### config.mk
export PLATFORM = sky130hd
export DESIGN_NAME = fluid_pio_pulse_sequencer_flat
export DESIGN_NICKNAME = d
export VERILOG_FILES = /design/src/rtl/fluid_pio_pulse_sequencer_if.sv /design/src/rtl/fluid_pio_pulse_sequencer.sv /design/src/flat_wrapper.sv
export SDC_FILE = /design/constraint.sdc
export NUM_CORES = 1
export LEC_CHECK = 0
export CAP_MARGIN = 15
export CORE_UTILIZATION = 45
export DETAILED_ROUTE_END_ITERATION = 16
export PLACE_DENSITY = 0.75
export SETUP_SLACK_MARGIN = 0.5
export SYNTH_ARGS = -nofsm -noshare
export SYNTH_HDL_FRONTEND = slang
export SYNTH_SLANG_ARGS = --single-unit
### constraint.sdc
create_clock -name clk -period 3.3 [get_ports clk]
set_clock_uncertainty 0.2 [all_clocks]
set_input_delay 0.33 -clock clk [delete_from_list [all_inputs] [get_ports clk]]
set_output_delay 0.33 -clock clk [all_outputs]
set_load 0.01 [all_outputs]
### src/rtl/fluid_pio_pulse_sequencer_if.sv
// Avalon-MM write-only bus between the pulse sequencer (master) and the
// fluid-board output PIO (slave).
interface fluid_pio_pulse_sequencer_if;
  logic [2:0]  av_address;
  logic        av_chipselect;
  logic        av_write_n;
  logic [31:0] av_writedata;
  logic        av_waitrequest;

  modport master (
    output av_address, av_chipselect, av_write_n, av_writedata,
    input  av_waitrequest
  );

  modport slave (
    input  av_address, av_chipselect, av_write_n, av_writedata,
    output av_waitrequest
  );
endinterface

### src/rtl/fluid_pio_pulse_sequencer.sv
// Timed pulse engine for the fluid-board PIO: per-channel set/hold/clear
// sequencing, round-robin arbitration and a single-outstanding Avalon write master.
module fluid_pio_pulse_sequencer #(
  parameter int NCH      = 4,
  parameter int DW       = 16,
  parameter int PRESCALE = 50000
) (
  input  logic                      clk,
  input  logic                      reset_n,
  // Request handshake: a request is taken on any rising edge where
  // i_req_valid[i] && o_req_ready[i]; o_req_ready[i] is high only in IDLE.
  input  logic [NCH-1:0]            i_req_valid,
  output logic [NCH-1:0]            o_req_ready,
  input  logic [NCH*16-1:0]         i_req_mask,
  input  logic [NCH*DW-1:0]         i_req_dur,
  input  logic                      i_abort,
  output logic [NCH-1:0]            o_busy,
  output logic [NCH-1:0]            o_done,
  output logic [2*NCH-1:0]          o_dbg_ch_state,
  output logic [1:0]                o_dbg_wr_state,
  fluid_pio_pulse_sequencer_if.master av
);
  localparam int PW = (NCH > 1) ? $clog2(NCH) : 1;
  localparam int CW = (PRESCALE > 1) ? $clog2(PRESCALE) : 1;

  typedef enum logic [1:0] {CH_IDLE, CH_SET_PEND, CH_ACTIVE, CH_CLR_PEND} ch_state_t;
  typedef enum logic [1:0] {WR_IDLE, WR_BUSY, WR_DEASSERT} wr_state_t;

  ch_state_t       r_ch_state [NCH];
  logic [15:0]     r_mask     [NCH];
  logic [DW-1:0]   r_dur      [NCH];
  logic [DW-1:0]   r_cnt      [NCH];
  logic [NCH-1:0]  r_abort_hit;
  logic [NCH-1:0]  r_done;
  wr_state_t       r_wr_state;
  logic [PW-1:0]   r_wr_ch;
  logic [PW-1:0]   r_ptr;
  logic [CW-1:0]   r_presc;
  logic [2:0]      r_av_address;
  logic            r_av_chipselect;
  logic            r_av_write_n;
  logic [31:0]     r_av_writedata;

  logic            w_tick;
  logic            w_accept;
  logic [NCH-1:0]  w_req;
  logic            w_grant_any;
  logic [PW-1:0]   w_grant_ch;
  logic            w_grant_set;
  logic [PW:0]     w_idx;

  assign w_tick   = (r_presc == CW'(PRESCALE - 1));
  assign w_accept = (r_wr_state == WR_BUSY) && !av.av_waitrequest;

  // An abort withdraws ungranted set requests in the same cycle.
  always_comb begin
    w_grant_any = 1'b0;
    w_grant_ch  = '0;
    w_idx       = '0;
    for (int i = 0; i < NCH; i++)
      w_req[i] = ((r_ch_state[i] == CH_SET_PEND) && !i_abort) || (r_ch_state[i] == CH_CLR_PEND);
    for (int k = 0; k < NCH; k++) begin
      w_idx = {1'b0, r_ptr} + (PW+1)'(k);
      if (w_idx >= (PW+1)'(NCH)) w_idx = w_idx - (PW+1)'(NCH);
      if (!w_grant_any && w_req[w_idx[PW-1:0]]) begin
        w_grant_any = 1'b1;
        w_grant_ch  = w_idx[PW-1:0];
      end
    end
    w_grant_set = (r_ch_state[w_grant_ch] == CH_SET_PEND);
  end

  always_comb begin
    for (int i = 0; i < NCH; i++) begin
      o_req_ready[i]            = (r_ch_state[i] == CH_IDLE);
      o_busy[i]                 = (r_ch_state[i] != CH_IDLE);
      o_dbg_ch_state[2*i +: 2]  = r_ch_state[i];
    end
  end

  assign o_done           = r_done;
  assign o_dbg_wr_state   = r_wr_state;
  assign av.av_address    = r_av_address;
  assign av.av_chipselect = r_av_chipselect;
  assign av.av_write_n    = r_av_write_n;
  assign av.av_writedata  = r_av_writedata;

  always_ff @(posedge clk or negedge reset_n) begin
    if (!reset_n) begin
      r_presc         <= '0;
      r_ptr           <= '0;
      r_wr_state      <= WR_IDLE;
      r_wr_ch         <= '0;
      r_av_address    <= '0;
      r_av_chipselect <= 1'b0;
      r_av_write_n    <= 1'b1;
      r_av_writedata  <= '0;
      r_done          <= '0;
      r_abort_hit     <= '0;
      for (int i = 0; i < NCH; i++) begin
        r_ch_state[i] <= CH_IDLE;
        r_mask[i]     <= '0;
        r_dur[i]      <= '0;
        r_cnt[i]      <= '0;
      end
    end else begin
      r_presc <= w_tick ? '0 : r_presc + 1'b1;

      // One write at a time: grant, hold until accepted, one idle cycle.
      case (r_wr_state)
        WR_IDLE: if (w_grant_any) begin
          r_wr_state      <= WR_BUSY;
          r_wr_ch         <= w_grant_ch;
          r_ptr           <= (w_grant_ch == PW'(NCH - 1)) ? '0 : w_grant_ch + 1'b1;
          r_av_chipselect <= 1'b1;
          r_av_write_n    <= 1'b0;
          r_av_address    <= w_grant_set ? 3'd4 : 3'd5;
          r_av_writedata  <= {16'h0000, r_mask[w_grant_ch]};
        end
        WR_BUSY: if (!av.av_waitrequest) begin
          r_wr_state      <= WR_DEASSERT;
          r_av_chipselect <= 1'b0;
          r_av_write_n    <= 1'b1;
        end
        default: r_wr_state <= WR_IDLE;
      endcase

      for (int i = 0; i < NCH; i++) begin
        r_done[i] <= 1'b0;
        case (r_ch_state[i])
          CH_IDLE: if (i_req_valid[i]) begin
            r_mask[i]      <= i_req_mask[16*i +: 16];
            r_dur[i]       <= i_req_dur[DW*i +: DW];
            r_abort_hit[i] <= 1'b0;
            r_ch_state[i]  <= CH_SET_PEND;
          end
          CH_SET_PEND: begin
            if (w_accept && (r_wr_ch == PW'(i))) begin
              if ((r_dur[i] == '0) || i_abort || r_abort_hit[i]) begin
                r_ch_state[i] <= CH_CLR_PEND;
              end else begin
                r_cnt[i]      <= r_dur[i];
                r_ch_state[i] <= CH_ACTIVE;
              end
            end else if (i_abort) begin
              if ((r_wr_state == WR_BUSY) && (r_wr_ch == PW'(i))) begin
                r_abort_hit[i] <= 1'b1;
              end else begin
                r_ch_state[i] <= CH_IDLE;
                r_done[i]     <= 1'b1;
              end
            end
          end
          CH_ACTIVE: begin
            if (i_abort) r_ch_state[i] <= CH_CLR_PEND;
            else if (w_tick) begin
              if (r_cnt[i] == DW'(1)) r_ch_state[i] <= CH_CLR_PEND;
              else                    r_cnt[i]      <= r_cnt[i] - 1'b1;
            end
          end
          default: if (w_accept && (r_wr_ch == PW'(i))) begin
            r_ch_state[i] <= CH_IDLE;
            r_done[i]     <= 1'b1;
          end
        endcase
      end
    end
  end
endmodule

### src/flat_wrapper.sv
// flat-port wrapper written by rule: the top's interface ports become plain ports
module fluid_pio_pulse_sequencer_flat 
#(
  parameter int NCH      = 4,
  parameter int DW       = 16,
  parameter int PRESCALE = 50000
)
  (clk, reset_n, i_req_valid, o_req_ready, i_req_mask, i_req_dur, i_abort, o_busy, o_done, o_dbg_ch_state, o_dbg_wr_state, av_av_address, av_av_chipselect, av_av_write_n, av_av_writedata, av_av_waitrequest);
  fluid_pio_pulse_sequencer_if av_i ();
  input  logic clk;
  input  logic reset_n;
  input  logic [NCH-1:0] i_req_valid;
  output logic [NCH-1:0] o_req_ready;
  input  logic [NCH*16-1:0] i_req_mask;
  input  logic [NCH*DW-1:0] i_req_dur;
  input  logic i_abort;
  output logic [NCH-1:0] o_busy;
  output logic [NCH-1:0] o_done;
  output logic [2*NCH-1:0] o_dbg_ch_state;
  output logic [1:0] o_dbg_wr_state;
  output wire logic [$bits(av_i.av_address)-1:0] av_av_address;
  output wire logic [$bits(av_i.av_chipselect)-1:0] av_av_chipselect;
  output wire logic [$bits(av_i.av_write_n)-1:0] av_av_write_n;
  output wire logic [$bits(av_i.av_writedata)-1:0] av_av_writedata;
  input wire logic [$bits(av_i.av_waitrequest)-1:0] av_av_waitrequest;
  assign av_av_address = av_i.av_address;
  assign av_av_chipselect = av_i.av_chipselect;
  assign av_av_write_n = av_i.av_write_n;
  assign av_av_writedata = av_i.av_writedata;
  assign av_i.av_waitrequest = av_av_waitrequest;
  fluid_pio_pulse_sequencer #(.NCH(NCH), .DW(DW), .PRESCALE(PRESCALE)) u_core (.clk(clk), .reset_n(reset_n), .i_req_valid(i_req_valid), .o_req_ready(o_req_ready), .i_req_mask(i_req_mask), .i_req_dur(i_req_dur), .i_abort(i_abort), .o_busy(o_busy), .o_done(o_done), .o_dbg_ch_state(o_dbg_ch_state), .o_dbg_wr_state(o_dbg_wr_state), .av(av_i));
endmodule
[Yosys cells after proc, flatten, opt, wreduce, memory -nomap -nowiden]
Cells that the tools add are included.
Word-level totals
  flip-flop bits (word level): 251
  latch bits: 0
  bits in writable memories: 0
  memory bits (read-only): 0
  output and inout port bits: 59
  word-level logic and storage cells: 354
  memories: 0
Cells by class
  $add $sub $neg: 13
  multipliers: 0
  divide/modulo/power cells: 0
  order comparisons: 9
  equality and inequality tests: 77
  shift-type cells: 0
  muxes and demuxes: 142
  bitwise gates (word level): 1
  reductions and logical operators: 83
Operators by type and width (number)
  two-way mux 16 bit: 23
  case mux 16 bit (2 select lines): 4
  two-way mux 2 bit: 45
  inequality test 2 bit (second input constant): 33
  equality test 16 x 1 -> 1 bit (second input constant): 4
  zero test 16 bit: 4
  subtractor 16 x 1 -> 16 bit (second input constant): 4
  two-way mux 1 bit: 49
  AND reduction 6 bit: 8
  binary-select mux 16 bit (select 2 bit): 1
  nonzero test 2 bit: 13
  inequality test 3 x 2 -> 1 bit (second input constant): 8
  inequality test 3 bit (second input constant): 8
  case mux 2 bit (3 select lines): 4
  equality test 2 bit (second input constant): 11
  case mux 1 bit (2 select lines): 10
  AND reduction 5 bit: 4
  adder 16 x 1 -> 16 bit (second input constant): 1
  equality test 16 bit (second input constant): 1
  logical AND 1 bit: 16
  nonzero test 4 bit: 4
  equality test 2 x 1 -> 1 bit (second input constant): 7
  greater-or-equal comparator 3 bit (second input constant): 4
  zero test 2 bit: 6
  16 further kinds: 53

[Longest topological paths before layout]
Gate-level depths: netlist of run 1.
  depth in word-level cells: 21
  depth in mapped cells: 10
  mapped depth without buffers: 8

[Least setup slack after synthesis of run 1]
OpenSTA, ideal clock, no wires.
  path kind: register to register
  start: register u_core.r_presc[10]
  end: register u_core.r_cnt[59] in the netlist's numbering
  library setup time: 0.121 ns
  arrival time: 2.336 ns
  setup slack: 0.643 ns
  cell stages (with the launch flop): 7
  cell sequence: dfrtp_1 or4b_1 nor4_4 nand2_2 or4_1 o22a_1 o22a_1
Between the ends
  longest elaborated chain between the ends: 3
Ends and longest elaborated chain
  start: declaration: RTL line fluid_pio_pulse_sequencer.sv:38  | logic [CW-1:0] r_presc;
  start signal: assignment: RTL line fluid_pio_pulse_sequencer.sv:107  | r_presc <= w_tick ? '0 : r_presc + 1'b1;
  equality test 16 bit: RTL line fluid_pio_pulse_sequencer.sv:52  | assign w_tick = (r_presc == CW'(PRESCALE - 1));
  inequality test 2 x 1 -> 1 bit (no line)
  AND reduction 6 bit (no line)
  end signal: indexed assignment: RTL line fluid_pio_pulse_sequencer.sv:142  | r_cnt[i] <= r_dur[i];
  end signal: indexed assignment: RTL line fluid_pio_pulse_sequencer.sv:158  | else r_cnt[i] <= r_cnt[i] - 1'b1;
  end: declaration: RTL line fluid_pio_pulse_sequencer.sv:32  | logic [DW-1:0] r_cnt [NCH];
Every way passes these cells.
A chain may end at the register's enable or synchronous reset.

[Worst setup path in the final report of run 1]
  start: register u_core.r_presc[12]
  end: register u_core.r_cnt[59] in the netlist's numbering
The elaborated chain is that of the path after synthesis.

==> impl_metrics.env, run 1 <==
export IMPL_status="finished, final reports clean"
export IMPL_drtAntennaViolNets=0
export IMPL_cp_arrival_ps=2980
export IMPL_setup_viol=0
export IMPL_post_dp_cell_area_um2=14600
export IMPL_worst_pin_slew_ps=661
export IMPL_maxSlewViolCount=0
export IMPL_tns_ps=0
export IMPL_path_max_fanout=6
export IMPL_portBuffers=177
export IMPL_first_iter_violations=852
export IMPL_grt_pass1_vias=9817
export IMPL_synth_top_cells_by_area="dfrtp_1 (50%), mux2_2 (12%), a21oi_1 (3.6%), o21ai_0 (3.3%), nor2_1 (2.7%)"
export IMPL_clock_sinks=250
export IMPL_synth_edff_count=0
export IMPL_holdPathStages=3
export IMPL_finalNetCount=1522
export IMPL_rsz0062_at_grt="no"
export IMPL_crit_slowest_cell="or4bb_1"
export IMPL_ir_drop_mv=0.553
export IMPL_drive_gt1_frac=0.177
export IMPL_synth_cell_types=70
export IMPL_ys_flop_type="dfrtp_1"
export IMPL_leakage_nw=6.35
export IMPL_die_area_um2=28300
export IMPL_synth_seq_cells=250
export IMPL_dieWidth_um=168
export IMPL_grt_ovfl_total=0
export IMPL_numCtsBuffers=27
export IMPL_clk_latency_ps=560
export IMPL_antenna_found_initial=2
export IMPL_r2r_end="u_core.r_cnt[59]$_DFFE_PN0P_"
export IMPL_drt_pass1_iterations=8
export IMPL_avgSynthCellArea_um2=10.4
export IMPL_postSynth_asyncResetShare=1.00
export IMPL_multi_input_area_um2=5820
export IMPL_reg2reg_depth=7
export IMPL_synthToLayoutAreaGrowth_pct=25.6
export IMPL_die_h_um=168
export IMPL_fin_crit_sh=0.833
export IMPL_hold_start="i_req_dur[32]"
export IMPL_slew_headroom=0.558
export IMPL_startpoint_type="flip-flop"
export IMPL_vias=10000
export IMPL_clkTransAtPathRegs_ps=60
export IMPL_cap_violations=0
export IMPL_min_to="u_core.r_dur[16]$_DFFE_PN0P_"
export IMPL_fmax_mhz=364
export IMPL_grt_pass1_wl_um=51900
export IMPL_routabilityCongestion=0.901
export IMPL_dpl_hpwl_um=22600
export IMPL_htree_levels=1
export IMPL_track_usage=0.227
export IMPL_synth_cells=1195
export IMPL_ff2ff_setup_slack_ps=550
export IMPL_core_rowCount=60
export IMPL_syn_area_um2=12400
export IMPL_finalHoldViolCount=0
export IMPL_wl_per_cell_um=18.5
export IMPL_grt_max_degree=79
export IMPL_cp_end_kind="flip-flop"
export IMPL_crit_type="reg2reg"
export IMPL_synth_seq_area_share=0.503
export IMPL_seq_area_um2=6260
export IMPL_vias_per_cell=5.78
export IMPL_routed_wl_um=32100
export IMPL_worstPathCellList="or4bb_1 > nor4_4 > buf_6 > nand2_2 > or4_1 > o22a_1 > o22a_1"
export IMPL_initial_core_util=0.460
export IMPL_slowest_delay_ps=550
export IMPL_cts_buffer_depth=3
export IMPL_r2r_start="u_core.r_presc[12]$_DFF_PN0_"
export IMPL_required_ps=3530
export IMPL_pin_count=195
export IMPL_cts_root_buffer="clkbuf_16"
export IMPL_crit_start="u_core.r_presc[12]$_DFF_PN0_"
export IMPL_cts_tree="built"
export IMPL_fin_crit_ps=2750
export IMPL_min_path_type="in2reg"
export IMPL_worst_path_most_repeated_cell="o22a_1"
export IMPL_power_density_nw_per_um2=939
export IMPL_fillCellCount=2240
export IMPL_synth_top_area_frac=0.501
export IMPL_synth_top_cell_by_area="dfrtp_1"
export IMPL_yosysWarningCount=0
export IMPL_core_area_um2=27000
export IMPL_final_cell_area_um2=15600
export IMPL_post_route_drc_count=0
==> through the flow <==
step	util	hold WS, ps	worst slack (ps)	total power, mW	std cells
CTS	0.576	162	528	14.7	1731
finish	0.578	163	551	14.7	1735
global route	0.578	173	494	15.6	1735
global placement	0.541	172	253	11.4	1679
detailed placement	0.541	175	179	11.6	1679
floorplan	-	-166	643	9.41	1211
==> area by class of cell <==
type / instances / area share
antenna: 1 / 0.000160
clock inverter: 5 / 0.00577
multi-input combinational: 848 / 0.373
sequential: 250 / 0.401
timing repair buffer: 219 / 0.136
clock buffer: 41 / 0.0498
tap: 341 / 0.0273
inverter: 30 / 0.00721
==> cell usage after synthesis (all sizes together) (10+ instances only) <==
cell / instances
dfrtp: 249
mux2: 129
a21oi: 90
nor2: 88
o21ai: 81
nand2: 76
clkbuf: 61
inv: 30
nand3: 29
nor3: 28
nor4: 26
buf: 23
and2: 21
nand2b: 18
a311oi: 17
a221oi: 16
mux2i: 16
a31oi: 12
o22a: 11
ha: 10
or2: 10
==> repair_timing <==
item,in CTS,in global routing
hold buffers,1,0
setup endpoints to repair,24,36
hold endpoints to repair,74,0
cloned,0,1
setup buffers,5,2
pin swaps,2,3
gates resized for setup,3,8
==> metal layers <==
layer  vias to the layer above  track usage  wire [µm]
met5                         -            0          0
met4                         0       0.0668        940
met3                        72       0.0510       2330
met2                       351        0.362      14800
met1                      4898        0.309      14000
li1                       4710            -          -
==> cells in the final DEF, fill, tap and decap left out, types with 7 or more instances in the layout <==
cell               n
xor2_1             9
nand3_1           29
nand4_1            8
mux2_2           129
clkbuf_1           9
a311oi_1          16
nor4_1            24
a41oi_1            8
or4_1              9
a221oi_1          16
a31oi_1           11
nor3_1            27
nor2_1            84
buf_4             37
dfrtp_1          249
o22ai_1            8
and2_1            20
or2_2             10
conb_1            17
a21oi_1           90
nor2b_1            7
a22oi_1            8
ha_1              10
o22a_1            11
nand2_1           75
xnor2_1            8
clkbuf_16         27
o21ai_0           80
o31ai_1            8
clkdlybuf4s50_1  176
nand2b_1          18
inv_1             28
or3_1              7
mux2i_1           16
and3_1             7
==> state kept, by name, indices dropped and copies added, names as in the netlist <==
name,flops
u_core.av.av_writedata,16
u_core.r_presc,16
u_core.r_ptr,2
u_core.o_done,4
u_core.av.av_chipselect,1
u_core.av.av_write_n,1
u_core.r_cnt,64
u_core.r_abort_hit,4
u_core.av.av_address,2
u_core.o_dbg_wr_state,2
u_core.r_mask,64
u_core.r_wr_ch,2
u_core.r_dur,64
u_core.o_dbg_ch_state,8
==> how the worst max path moves through the flow <==
stage,to,slack [ps]
after floorplan,u_core.r_cnt[59]$_DFFE_PN0P_,640
after global placement,u_core.av.av_writedata[7]$_DFFE_PN0P_,250
after detailed placement,u_core.av.av_writedata[13]$_DFFE_PN0P_,180
after CTS,u_core.r_cnt[59]$_DFFE_PN0P_,530
after global routing,u_core.r_cnt[59]$_DFFE_PN0P_,490
final,u_core.r_cnt[59]$_DFFE_PN0P_,550
==> worst max-delay path, delay by kind of cell, from the launching register on <==
family,cells,cell delay (ps)
AOI/OAI and AO/OA,2,380
and+or+nand+nor,4,1460
buffers and inverters,1,180
DFF,1,410
==> cells by family (layout without fill, tap and decap cells) <==
| group | after synthesis | in the layout | share of synthesized area |
|---|---|---|---|
| AO/OA/AOI/OAI | 304 | 305 | 0.159 |
| buffers and inverters | 114 | 295 | 0.0404 |
| other | 1 | 18 | 0.000302 |
| flip-flops | 250 | 250 | 0.503 |
| XOR/XNOR | 17 | 17 | 0.0120 |
| AND/OR/NAND/NOR | 354 | 354 | 0.146 |
| adder cells (fa/ha/maj) | 10 | 10 | 0.0101 |
| multiplexers | 145 | 145 | 0.130 |
==> power by group <==
part | internal (mW) | switching (mW)
combinational | 2.87 | 2.98
sequential | 4.49 | 1.32
clock | 1.78 | 1.24
Power figures use the tool's default switching activity.
==> inputs of run 2 (changes only) <==
Settings changed: PLACE_DENSITY 0.75 to 0.77.
Clock period 3.3 ns to 2.3 ns, I/O delays scaled along.
==> run 2 against run 1 <==
The run now ends with negative hold slack, negative setup slack left. First-iteration DRC count up 18%. Critical path depth up 3. Cell area up 27%. Flip-flop and latch count unchanged. Setup slack worse by 870 ps. Power up 97%. Register-to-register slack worse by 870 ps. Hold slack worse by 170 ps. Non-clock buffer count up 250. Die area unchanged. Count of clock-buffer cells in the layout up 2. Largest cell class is now multi-input combinational cells. Highest routed layer unchanged.
==> impl_metrics.env, run 2 (synthesized netlist as in run 1, its figures left out) <==
export IMPL_status="finished, violations left"
export IMPL_failed_checks="negative hold slack, negative setup slack"
export IMPL_seq_area_um2=6270
export IMPL_switching_share=0.396
export IMPL_slew_headroom=0.598
export IMPL_power_switching_mw=11.4
export IMPL_drive_gt1_frac=0.410
export IMPL_grt_max_degree=73
export IMPL_cts_root_buffer="clkbuf_16"
export IMPL_pin_count=195
export IMPL_post_dp_cell_area_um2=16800
export IMPL_utilization=0.731
export IMPL_top_regs="u_core.r_cnt (64), u_core.r_dur (64), u_core.r_mask (64)"
export IMPL_drtAntennaViolNets=0
export IMPL_vias=12200
export IMPL_ff2ff_setup_slack_ps=-320
export IMPL_internal_power_mw=17.5
export IMPL_worst_slack_ps=-318
export IMPL_track_usage=0.290
export IMPL_setup_viol=83
export IMPL_first_iter_violations=1009
export IMPL_cp_arrival_ps=2890
export IMPL_dieWidth_um=168
export IMPL_cp_end_kind="flip-flop"
export IMPL_finalHoldViolCount=6
export IMPL_fmax_mhz=382
export IMPL_cap_violations=0
export IMPL_routed_wl_um=46900
export IMPL_cts_buffer_depth=3
export IMPL_htree_levels=1
export IMPL_core_area_um2=27000
export IMPL_clkPwrFrac=0.154
export IMPL_die_area_um2=28300
export IMPL_clkTransAtPathRegs_ps=60
export IMPL_grt_pass1_wl_um=64600
export IMPL_fin_crit_sh=1.14
export IMPL_worst_pin_slew_ps=597
export IMPL_grt_pass1_vias=11700
export IMPL_wl_per_cell_um=23.6
export IMPL_r2r_start="u_core.r_presc[13]$_DFF_PN0_"
export IMPL_min_path_type="in2async"
export IMPL_fin_crit_ps=2620
export IMPL_finalNetCount=1775
export IMPL_p_seq_frac=0.289
export IMPL_reg2reg_depth=10
export IMPL_rsz0062_at_grt="yes"
export IMPL_leakage_nw=8.56
export IMPL_portBuffers=177
export IMPL_dpl_hpwl_um=25500
export IMPL_clk_latency_ps=560
export IMPL_path_max_fanout=10
export IMPL_maxSlewViolCount=0
export IMPL_final_cell_area_um2=19800
export IMPL_required_ps=2570
export IMPL_routabilityCongestion=0.917
export IMPL_crit_type="reg2reg"
export IMPL_holdWs_ps=-9.89
export IMPL_startpoint_type="flip-flop"
export IMPL_power_density_nw_per_um2=1460
export IMPL_drt_pass1_iterations=5
export IMPL_fillCellCount=1597
export IMPL_combPwrFrac=0.558
export IMPL_synthToLayoutAreaGrowth_pct=58.9
export IMPL_tns_ps=-13370
export IMPL_r2r_end="u_core.r_cnt[57]$_DFFE_PN0P_"
export IMPL_core_rowCount=60
export IMPL_clock_sinks=250
export IMPL_place_ws_ps=-496
export IMPL_initial_core_util=0.460
export IMPL_multi_input_area_um2=7210
export IMPL_antenna_found_initial=2
export IMPL_die_h_um=168
export IMPL_post_route_drc_count=0
export IMPL_ir_drop_mv=1.03
export IMPL_cts_tree="built"
export IMPL_final_common_cell="dfrtp_1"
export IMPL_mostFrequentLayoutCells="dfrtp_1 (241), buf_4 (176), clkdlybuf4s50_1 (133)"
export IMPL_numCtsBuffers=27
export IMPL_vias_per_cell=6.13
export IMPL_power_total_mw=28.9
export IMPL_grt_ovfl_total=0
run 2: worst max path at each step:
stage                                  from                            to  depth (start not counted)
6_report       u_core.r_presc[13]$_DFF_PN0_  u_core.r_cnt[57]$_DFFE_PN0P_                         10
5_1_grt        u_core.r_presc[13]$_DFF_PN0_  u_core.r_cnt[57]$_DFFE_PN0P_                         10
4_1_cts        u_core.r_presc[10]$_DFF_PN0_  u_core.r_cnt[59]$_DFFE_PN0P_                          8
3_5_place_dp                        i_abort   u_core.r_cnt[1]$_DFFE_PN0P_                          8
3_3_place_gp                        i_abort   u_core.r_cnt[4]$_DFFE_PN0P_                          8
2_1_floorplan   u_core.r_cnt[6]$_DFFE_PN0P_  u_core.r_cnt[11]$_DFFE_PN0P_                          7
run 2: per-stage QoR:
step                      instances  hold slack, ps
after CTS                      1958            4.26
after floorplan                1211            -266
after detailed placement       1842           -30.8
after global routing           1991            30.6
final                          1991           -9.89
after global placement         1842           -30.8
run 2: power groups by stage:
stage / sequential (mW) / clock (mW) / combinational (mW)
after floorplan: 7.88 / 0 / 7.67
after global placement: 8.02 / 0 / 11.6
after detailed placement: 8.07 / 0 / 11.9
after CTS: 8.07 / 4.41 / 14.2
after global routing: 8.50 / 4.62 / 16.9
final: 8.35 / 4.44 / 16.1
run 2: layer usage:
metal,vias up,wire length [µm],track usage
met3,205,3600,0.0456
met1,6062,17500,0.371
li1,5239,-,-
met2,706,22900,0.493
met4,0,2920,0.114
met5,-,0,0
run 2: critical path, stage by stage, from the launching register on:
cell and delay, ps:
dfrtp_1 370, or4b_4 550, nor4_4 270, buf_6 200, buf_6 120, buf_4 130
and2_4 160, buf_12 120, nand3_2 80, a21oi_2 180, o22a_1 170
run 2: layout make-up:
cell class / instances / share of cell area
inverter: 30 / 0.00715
multi-input combinational: 849 / 0.365
timing repair inverter: 2 / 0.000886
clock inverter: 5 / 0.00272
clock buffer: 43 / 0.0423
antenna: 2 / 0.000253
sequential: 250 / 0.317
timing repair buffer: 469 / 0.243
tap: 341 / 0.0216
run 2: what timing repair did:
item	in CTS	in global routing
gates cloned	18	0
endpoints found under the setup margin	269	256
pin swaps	40	28
hold buffers	1	0
gates resized for setup	266	109
hold endpoints to repair	249	0
setup buffers	49	31
